$ cat src/rtl/shift_line_ctrl_if.sv
// -----------------------------------------------------------------------------
// shift_line_ctrl_if
// Requester and emerge-side signals of the shift-line controller.
//   req0_valid/req0_data/req0_ready : requester 0 valid/ready stream
//   req1_valid/req1_data/req1_ready : requester 1 valid/ready stream
//   out_valid/out_data/out_tag      : word emerging from the line with its tag
// slave  : controller view (takes requests, produces ready and emerged words)
// master : environment view (drives requests, observes ready and emerged words)
// -----------------------------------------------------------------------------
interface shift_line_ctrl_if #(
    parameter int unsigned W = 4
);
    logic         req0_valid;
    logic [W-1:0] req0_data;
    logic         req0_ready;
    logic         req1_valid;
    logic [W-1:0] req1_data;
    logic         req1_ready;
    logic         out_valid;
    logic [W-1:0] out_data;
    logic         out_tag;

    modport slave (
        input  req0_valid, req0_data, req1_valid, req1_data,
        output req0_ready, req1_ready, out_valid, out_data, out_tag
    );

    modport master (
        output req0_valid, req0_data, req1_valid, req1_data,
        input  req0_ready, req1_ready, out_valid, out_data, out_tag
    );
endinterface

$ cat src/rtl/shift_line_ctrl.sv
// -----------------------------------------------------------------------------
// shift_line_ctrl
// Controller for a DEPTH-stage, W-bit shift-enable delay line. Arbitrates two
// requesters round-robin onto the line, tracks a valid bit and requester tag
// per stage, captures words emerging at so, and drains the line with bubbles on
// flush or after IDLE_TIMEOUT idle cycles (0 disables auto-drain).
// Ports:
//   clk, rst_n  : clock (shared with the line), async active-low reset
//   bus         : requester streams and emerged-word outputs (slave modport)
//   flush       : request to drain every valid word from the line
//   shn, si     : shift enable and serial input to the line (combinational)
//   so          : last stage of the line
//   occupancy   : number of valid words in the line
//   busy        : high while draining
//   flush_done  : one-cycle pulse when a drain completes
// -----------------------------------------------------------------------------
module shift_line_ctrl #(
    parameter int unsigned W            = 4,
    parameter int unsigned DEPTH        = 9,
    parameter int unsigned IDLE_TIMEOUT = 16
) (
    input  logic                         clk,
    input  logic                         rst_n,
    shift_line_ctrl_if.slave             bus,
    input  logic                         flush,
    output logic                         shn,
    output logic [W-1:0]                 si,
    input  logic [W-1:0]                 so,
    output logic [$clog2(DEPTH+1)-1:0]   occupancy,
    output logic                         busy,
    output logic                         flush_done
);

    localparam int unsigned OW      = $clog2(DEPTH + 1);
    localparam int unsigned CW      = (IDLE_TIMEOUT > 1) ? $clog2(IDLE_TIMEOUT + 1) : 1;
    localparam int unsigned TO_M1   = (IDLE_TIMEOUT > 0) ? IDLE_TIMEOUT - 1 : 0;
    localparam bit          TO_EN   = (IDLE_TIMEOUT > 0);

    localparam logic [0:0]  ST_RUN   = 1'b0;
    localparam logic [0:0]  ST_DRAIN = 1'b1;

    logic [0:0]       state_q,      state_d;
    logic [DEPTH-1:0] vld_q,        vld_d;
    logic [DEPTH-1:0] tag_q,        tag_d;
    logic             rr_q,         rr_d;
    logic [CW-1:0]    idle_cnt_q,   idle_cnt_d;
    logic [OW-1:0]    occ_q,        occ_d;
    logic             out_valid_q,  out_valid_d;
    logic [W-1:0]     out_data_q,   out_data_d;
    logic             out_tag_q,    out_tag_d;
    logic             busy_q,       busy_d;
    logic             flush_done_q, flush_done_d;

    logic             grant0_c;
    logic             grant1_c;
    logic             accept_c;
    logic             shn_c;
    logic [W-1:0]     si_c;
    logic             emerge_c;

    // State and bookkeeping registers; the line itself lives outside.
    always_ff @(posedge clk or negedge rst_n) begin
        if (!rst_n) begin
            state_q      <= ST_RUN;
            vld_q        <= '0;
            tag_q        <= '0;
            rr_q         <= 1'b0;
            idle_cnt_q   <= '0;
            occ_q        <= '0;
            out_valid_q  <= 1'b0;
            out_data_q   <= '0;
            out_tag_q    <= 1'b0;
            busy_q       <= 1'b0;
            flush_done_q <= 1'b0;
        end else begin
            state_q      <= state_d;
            vld_q        <= vld_d;
            tag_q        <= tag_d;
            rr_q         <= rr_d;
            idle_cnt_q   <= idle_cnt_d;
            occ_q        <= occ_d;
            out_valid_q  <= out_valid_d;
            out_data_q   <= out_data_d;
            out_tag_q    <= out_tag_d;
            busy_q       <= busy_d;
            flush_done_q <= flush_done_d;
        end
    end

    // Next-state, arbitration and line-drive logic.
    always_comb begin
        state_d      = state_q;
        vld_d        = vld_q;
        tag_d        = tag_q;
        rr_d         = rr_q;
        idle_cnt_d   = idle_cnt_q;
        occ_d        = occ_q;
        out_valid_d  = 1'b0;
        out_data_d   = out_data_q;
        out_tag_d    = out_tag_q;
        flush_done_d = 1'b0;
        grant0_c     = 1'b0;
        grant1_c     = 1'b0;
        accept_c     = 1'b0;
        shn_c        = 1'b0;
        si_c         = '0;
        emerge_c     = 1'b0;

        case (state_q)
            ST_RUN: begin
                if (!flush) begin
                    // rr_q=0 favours requester 0 under contention
                    if (bus.req0_valid && (!bus.req1_valid || !rr_q)) begin
                        grant0_c = 1'b1;
                    end else if (bus.req1_valid) begin
                        grant1_c = 1'b1;
                    end
                    if (bus.req0_valid && bus.req1_valid) begin
                        rr_d = grant0_c;
                    end
                end
                accept_c = grant0_c | grant1_c;
                shn_c    = accept_c;
                si_c     = grant1_c ? bus.req1_data : (grant0_c ? bus.req0_data : '0);

                if (flush) begin
                    if (occ_q != '0) begin
                        state_d    = ST_DRAIN;
                        idle_cnt_d = '0;
                    end else begin
                        flush_done_d = 1'b1;
                    end
                end else if (accept_c) begin
                    idle_cnt_d = '0;
                end else if (TO_EN && (occ_q != '0)) begin
                    if (idle_cnt_q == CW'(TO_M1)) begin
                        state_d    = ST_DRAIN;
                        idle_cnt_d = '0;
                    end else begin
                        idle_cnt_d = idle_cnt_q + CW'(1);
                    end
                end
            end

            ST_DRAIN: begin
                shn_c = 1'b1;
                si_c  = '0;
            end

            default: begin
                state_d = ST_RUN;
            end
        endcase

        emerge_c = shn_c & vld_q[DEPTH-1];

        // Valid/tag track the line stage for stage; a bubble enters while draining.
        if (shn_c) begin
            vld_d = {vld_q[DEPTH-2:0], accept_c};
            tag_d = {tag_q[DEPTH-2:0], grant1_c};
        end

        occ_d = occ_q + OW'(accept_c) - OW'(emerge_c);

        if (emerge_c) begin
            out_valid_d = 1'b1;
            out_data_d  = so;
            out_tag_d   = tag_q[DEPTH-1];
        end

        if ((state_q == ST_DRAIN) && (occ_d == '0)) begin
            state_d      = ST_RUN;
            flush_done_d = 1'b1;
        end

        busy_d = (state_d == ST_DRAIN);
    end

    assign bus.req0_ready = grant0_c;
    assign bus.req1_ready = grant1_c;
    assign shn            = shn_c;
    assign si             = si_c;
    assign bus.out_valid  = out_valid_q;
    assign bus.out_data   = out_data_q;
    assign bus.out_tag    = out_tag_q;
    assign occupancy      = occ_q;
    assign busy           = busy_q;
    assign flush_done     = flush_done_q;

endmodule
$ cat src/flat_wrapper.sv
// flat-port wrapper written by rule: the top's interface ports become plain ports
module shift_line_ctrl_flat 
#(
    parameter int unsigned W            = 4,
    parameter int unsigned DEPTH        = 9,
    parameter int unsigned IDLE_TIMEOUT = 16
)
  (clk, rst_n, flush, shn, si, so, occupancy, busy, flush_done, bus_req0_valid, bus_req0_data, bus_req1_valid, bus_req1_data, bus_req0_ready, bus_req1_ready, bus_out_valid, bus_out_data, bus_out_tag);
  shift_line_ctrl_if #(.W(W)) bus_i ();
  input  logic clk;
  input  logic rst_n;
  input  logic flush;
  output logic shn;
  output logic [W-1:0] si;
  input  logic [W-1:0] so;
  output logic [$clog2(DEPTH+1)-1:0] occupancy;
  output logic busy;
  output logic flush_done;
  input wire logic [$bits(bus_i.req0_valid)-1:0] bus_req0_valid;
  input wire logic [$bits(bus_i.req0_data)-1:0] bus_req0_data;
  input wire logic [$bits(bus_i.req1_valid)-1:0] bus_req1_valid;
  input wire logic [$bits(bus_i.req1_data)-1:0] bus_req1_data;
  output wire logic [$bits(bus_i.req0_ready)-1:0] bus_req0_ready;
  output wire logic [$bits(bus_i.req1_ready)-1:0] bus_req1_ready;
  output wire logic [$bits(bus_i.out_valid)-1:0] bus_out_valid;
  output wire logic [$bits(bus_i.out_data)-1:0] bus_out_data;
  output wire logic [$bits(bus_i.out_tag)-1:0] bus_out_tag;
  assign bus_i.req0_valid = bus_req0_valid;
  assign bus_i.req0_data = bus_req0_data;
  assign bus_i.req1_valid = bus_req1_valid;
  assign bus_i.req1_data = bus_req1_data;
  assign bus_req0_ready = bus_i.req0_ready;
  assign bus_req1_ready = bus_i.req1_ready;
  assign bus_out_valid = bus_i.out_valid;
  assign bus_out_data = bus_i.out_data;
  assign bus_out_tag = bus_i.out_tag;
  shift_line_ctrl #(.W(W), .DEPTH(DEPTH), .IDLE_TIMEOUT(IDLE_TIMEOUT)) u_core (.clk(clk), .rst_n(rst_n), .bus(bus_i), .flush(flush), .shn(shn), .si(si), .so(so), .occupancy(occupancy), .busy(busy), .flush_done(flush_done));
endmodule
$ cat config.mk
export PLATFORM = sky130hd
export DESIGN_NAME = shift_line_ctrl_flat
export DESIGN_NICKNAME = d
export VERILOG_FILES = /design/src/rtl/shift_line_ctrl_if.sv /design/src/rtl/shift_line_ctrl.sv /design/src/flat_wrapper.sv
export SDC_FILE = /design/constraint.sdc
export NUM_CORES = 1
export LEC_CHECK = 0
export ABC_CLOCK_PERIOD_IN_PS = 2670
export CAP_MARGIN = 20
export CORE_ASPECT_RATIO = 1.25
export CORE_MARGIN = 10
export CORE_UTILIZATION = 45
export CTS_BUF_LIST = sky130_fd_sc_hd__clkbuf_4
export DETAILED_ROUTE_END_ITERATION = 6
export PLACE_DENSITY = 0.83
export SLEW_MARGIN = 20
export SYNTH_ARGS = -nofsm -noshare
export SYNTH_HDL_FRONTEND = slang
export SYNTH_SLANG_ARGS = --single-unit
$ cat constraint.sdc
create_clock -name clk -period 2.67 [get_ports clk]
set_input_delay 0.801 -clock clk [delete_from_list [all_inputs] [get_ports clk]]
set_output_delay 0.801 -clock clk [all_outputs]
set_load 0.005 [all_outputs]
# [After elaboration in Yosys (flattened, before gate mapping)]
# Cells that the tools add are included.
[totals] register_bits=36 inputBits=17 out_inout_bits=19 wordCells=61
[classes] add_sub_neg=3 n_eq_ne=2 n_mux=31 bitwise=4 reduce_logical=11
[op_table] operator="$mux 5" count=5
[op_table] operator="$mux 1" count=22
[op_table] operator="$mux 4" count=2
[op_table] operator="$pmux 4 s2" count=1
[op_table] operator="$reduce_and 3->1" count=2
[op_table] operator="$add 5x1->5 const B" count=1
[op_table] operator="$eq 5x4->1 const B" count=1
[op_table] operator="$add 4x1->4" count=1
[op_table] operator="$logic_not 4->1" count=1
[op_table] operator="$reduce_bool 4->1" count=1
[op_table] operator="$sub 4x1->4" count=1
[op_table] operator="$logic_and 1x1->1" count=3
[op_table] operator="$logic_not 1->1" count=2
[op_table] operator="$ne 2x1->1 const B" count=1
[op_table] operator="$not 1->1" count=2
[op_table] operator="$pmux 1 s2" count=1
[op_table] operator="$reduce_bool 2->1" count=1
[op_table] operator="$and 1x1->1" count=1
[op_table] operator="$logic_or 1x1->1" count=1
[op_table] operator="$or 1x1->1" count=1

# [Longest topological paths before layout]
[depth] word_depth=13 mapped_depth=14 ltp_nobuf=13

# [Worst setup path before layout]
# Ideal clock, no wire load.
[synth_timing] path_type="input-to-reg" from="in flush" to="reg u_core.state_q" setup_time_ps=123 t_arrival_ps=3109 t_required_ps=2547 setup_slack_ps=-562 cell_stages=14 path_buffers=1 cell_sequence="o21bai_2 and2_4 buf_12 inv_8 nand2_4 inv_1 ha_1 inv_1 ha_1 inv_1 fa_1 inv_1 or4_1 a2bb2oi_1"
[synth_via] elab_chain_len=9 word_cells_on_any_way=16 cone_classes="add/sub: 2; mux: 10; bitwise: 2; reduce/logical: 2"
[synth_lines] element="from (decl)" line_no="flat_wrapper.sv:12" source="input logic flush;"
[synth_lines] element="$mux 1" line_no="shift_line_ctrl.sv:111" source="if (!flush) begin"
[synth_lines] element="$mux 1" line_no="shift_line_ctrl.sv:109" source="case (state_q)"
[synth_lines] element="$or 1x1->1 (*)" line_no="shift_line_ctrl.sv:122" source="accept_c = grant0_c | grant1_c;"
[synth_lines] element="$pmux 1 s2 (*)" line_no="shift_line_ctrl.sv:109"
[synth_lines] element="$and 1x1->1 (*)" line_no="shift_line_ctrl.sv:155" source="emerge_c = shn_c & vld_q[DEPTH-1];"
[synth_lines] element="net u_core.emerge_c" line_no="shift_line_ctrl.sv:59" source="logic emerge_c;"
[synth_lines] element="$sub 4x1->4 (*)" line_no="shift_line_ctrl.sv:163" source="occ_d = occ_q + OW'(accept_c) - OW'(emerge_c);"
[synth_lines] element="net u_core.occ_d[1]" line_no="shift_line_ctrl.sv:47" source="logic [OW-1:0] occ_q, occ_d;"
[synth_lines] element="$logic_not 4->1 (*)" line_no="shift_line_ctrl.sv:171" source="if ((state_q == ST_DRAIN) && (occ_d == '0)) begin"
[synth_lines] element="$logic_and 1x1->1 (*)" line_no="shift_line_ctrl.sv:171"
[synth_lines] element="$mux 1 (*)" line_no="shift_line_ctrl.sv:171"
[synth_lines] element="net u_core.busy_d" line_no="shift_line_ctrl.sv:51" source="logic busy_q, busy_d;"
[synth_lines] element="to (signal assigned)" line_no="shift_line_ctrl.sv:76" source="state_q <= state_d;"
[synth_lines] element="to (decl)" line_no="shift_line_ctrl.sv:42" source="logic [0:0] state_q, state_d;"
# Mark *: on every way through the listed nets, which the timed path passes. The rest lies on a longest branch. The select of a mux whose other input is x is not followed.
# A chain may end at the register's enable or synchronous reset.

# [Worst setup path after layout]
# Ends and elaborated chain as after synthesis.

==> metrics.cfg <==
[global_route]
gr-usage-all-layers_pct=12.8
grt-ovfl-total=0
grt_pass1_wl_mm=6.61
antenna_found_initial=0
grt_max_degree=37
grt_pass1_vias=1467

[yosys]
synth_top_area_share_pct=52.6
yosys.area.top_type=dfrtp_1
synth_area_leaders=dfrtp_1 (53%), mux2_4 (12%), mux2_2 (4.6%)
syn_avg_cell_area_um2=13.0
netlist_area_um2=1710
synth.yosys.seq_area_share_pct=52.6
ys_warn_count=0
ys_types=35
ys_ff_latch=36
syn_nets=156
netlist_instances=132

[setup_path]
crit_fanout=2
slowest_stage=fa_1
worstPathRequired_ns=2.90
critical_path_arrival_ns=3.02
crit_chain=buf_6 -> o21bai_4 -> and2_4 -> inv_8 -> nand2_8 -> inv_4 -> ha_4 -> inv_4 -> ha_4 -> inv_2 -> fa_1 -> inv_2 -> or4_4 -> a2bb2oi_2
cp_num_buf_inv=6
startpoint_type=primary input
crit_type=in2reg
path_depth=14
cp_top_family=adder cells
cp-end-kind=flip-flop
cp_slowest_stage_delay_ns=0.52
reg2reg_depth=13

[clock_network]
cts_tree=done
cts.sinks=36
clk_latency_ns=0.34
path_clk_slew_ns=0.11
cts_max_level=2
cts_made_buffers=5
cts_root_buf=clkbuf_4
clockBufferDepth=2

[drt]
drtAntennaViolNets=0
avgViaCountPerCell=5.34
routedWlPerCell_um=16.7
drtIter0Drc=37
drcViolationCount=0
drtPass1Iterations=4
drt-total-wl_mm=3.98
num_vias=1271

[die]
die_w_um=75.2
start_util_pct=46.0
ios=36
num_rows=25
core_um2=3720
die_area_um2=6690
die_y_um=89.0

[min_path]
hold_path_depth=1
min-delay-path-class=reg2reg

[sta]
drv_slew=0
maxSlewHeadroom_pct=59.6
finalSetupViolCount=2
fmax_mhz=359
rsz0062_at_grt=true
hold_viol=0
tightest_slew_ns=0.604
finalCriticalPeriod_ns=2.79
setup_ws_ns=-0.116
fin_worst_skew_ns=0.00677
period_share_pct=104

[cells_and_area]
nNetsFinal=221
area_growth_pct=41.7
drive_gt1_share_pct=39.9
fillers=285
fin_util_pct=65.1
fin_cells=238
design_area_um2=2420
diodes=0

[power]
p_sw_uw=684
comb_power_share_pct=46.7
clkPwrFrac_pct=17.7
switching_share_pct=31.8
leakage_uw=0.00121
peakVddDrop_mv=0.585
power_density_nw_per_um2=886
power_frac_seq_pct=35.6
power_uw=2150
internal-power_uw=1460

[placed_design]
placed_cells=219
place_congestion=0.796
io_buffer_count=35
dpl-instance-area_um2=2220
hpwl_mm=2.88

[status]
outcome=finished with violations
failed_checks=setup timing

[run]
max_cap_violations=0

-- flip-flops by register name (all words and copies together), names as in the netlist --
register	flops
u_core.tag_q	9
u_core.idle_cnt_q	5
u_core.occupancy	4
u_core.vld_q	9
u_core.bus.out_valid	1
u_core.flush_done	1
u_core.state_q	1
u_core.bus.out_data	4
u_core.bus.out_tag	1
u_core.rr_q	1
-- power groups by stage --
| stage | combinational [µW] | clock, µW | sequential [µW] |
|---|---|---|---|
| after floorplan | 425 | 0 | 764 |
| after global placement | 786 | 0 | 759 |
| after detailed placement | 832 | 0 | 774 |
| after CTS | 920 | 390 | 764 |
| after global routing | 1070 | 415 | 782 |
| final | 1000 | 380 | 765 |
-- layer usage --
layer,global-route usage [%],wire (µm)
met3,5.22,287
met5,0,0
met2,21.5,2040
met1,13.2,1550
met4,7.28,105
-- cell families after synthesis --
| logic type | synth area share (%) |
|---|---|
| buf+inv | 6.07 |
| mux | 16.9 |
| xor+xnor | 1.54 |
| fa+ha+maj | 5.56 |
| simple gates | 7.68 |
| compound gates | 9.65 |
| flops | 52.6 |
-- placed cells by master, fill, tap and decap left out, drive strengths merged, types with 2 or more instances in the layout --
cell / n
dfrtp: 36
buf: 29
clkdlybuf4s50: 25
mux2: 21
inv: 14
clkbuf: 9
nand2: 8
ha: 6
a22o: 5
nor2: 5
o21ai: 4
a21oi: 4
dlygate4sd2: 3
nor3: 2
a21o: 2
nand3: 2
o21bai: 2
xor2: 2
and3: 2
-- cells in the mapped netlist (all sizes together) --
cell and n:
a22o 5, o21ai 4, mux2 21, nor3 2, o31ai 1, o2111ai 1, fa 1, ha 6
a2bb2oi 1, clkbuf 1, nor2 5, nor3b 1, buf 2, nand3 2, nand4 1, a21o 2
xor2 2, or4 1, xnor2 1, and3 2, o221ai 1, dfrtp 36, a21boi 1, nor4 1
a21oi 4, inv 14, nand2 8, o21bai 2, and2 1, o22ai 1, nand2b 1
-- cell type report --
class                   count  area, µm²  share of cell area, %
clock inverters             3       42.5                   1.75
multi-input cells          79        788                   32.5
repair buffers             61        541                   22.3
inverters                  14       65.1                   2.68
flip-flops and latches     36        901                   37.2
well taps                  40       50.0                   2.06
clock buffers               5       37.5                   1.55
-- final timing paths --
check                                     start               to  slack, ns
worst max-delay path                      flush   u_core.state_q      -0.12
worst min register to register  u_core.tag_q[0]  u_core.tag_q[0]       0.49
max in group asynchronous                 rst_n  u_core.tag_q[3]       1.49
worst min-delay path            u_core.tag_q[0]  u_core.tag_q[0]       0.49
worst max register to register   u_core.state_q   u_core.state_q       0.01
min in group asynchronous                 rst_n  u_core.tag_q[5]       0.85
-- metrics by stage --
| stage | setup slack (ns) | setup TNS, ns | hold WS [ns] |
|---|---|---|---|
| floorplan | -0.414 | -0.796 | 0.443 |
| global placement | -0.767 | -6.26 | 0.465 |
| detailed placement | -0.857 | -6.86 | 0.470 |
| CTS | -0.110 | -0.205 | 0.496 |
| global route | -0.130 | -0.227 | 0.511 |
| finish | -0.116 | -0.191 | 0.490 |
-- what timing repair did --
| action | in CTS | in global routing |
|---|---|---|
| hold buffers | 0 | 0 |
| pin swaps | 6 | 7 |
| hold endpoints to repair | 0 | 0 |
| buffers inserted | 6 | 5 |
| gates resized for setup | 38 | 9 |
| endpoints found under the setup margin | 10 | 6 |
Note: power is estimated with default switching activity, not from simulation.
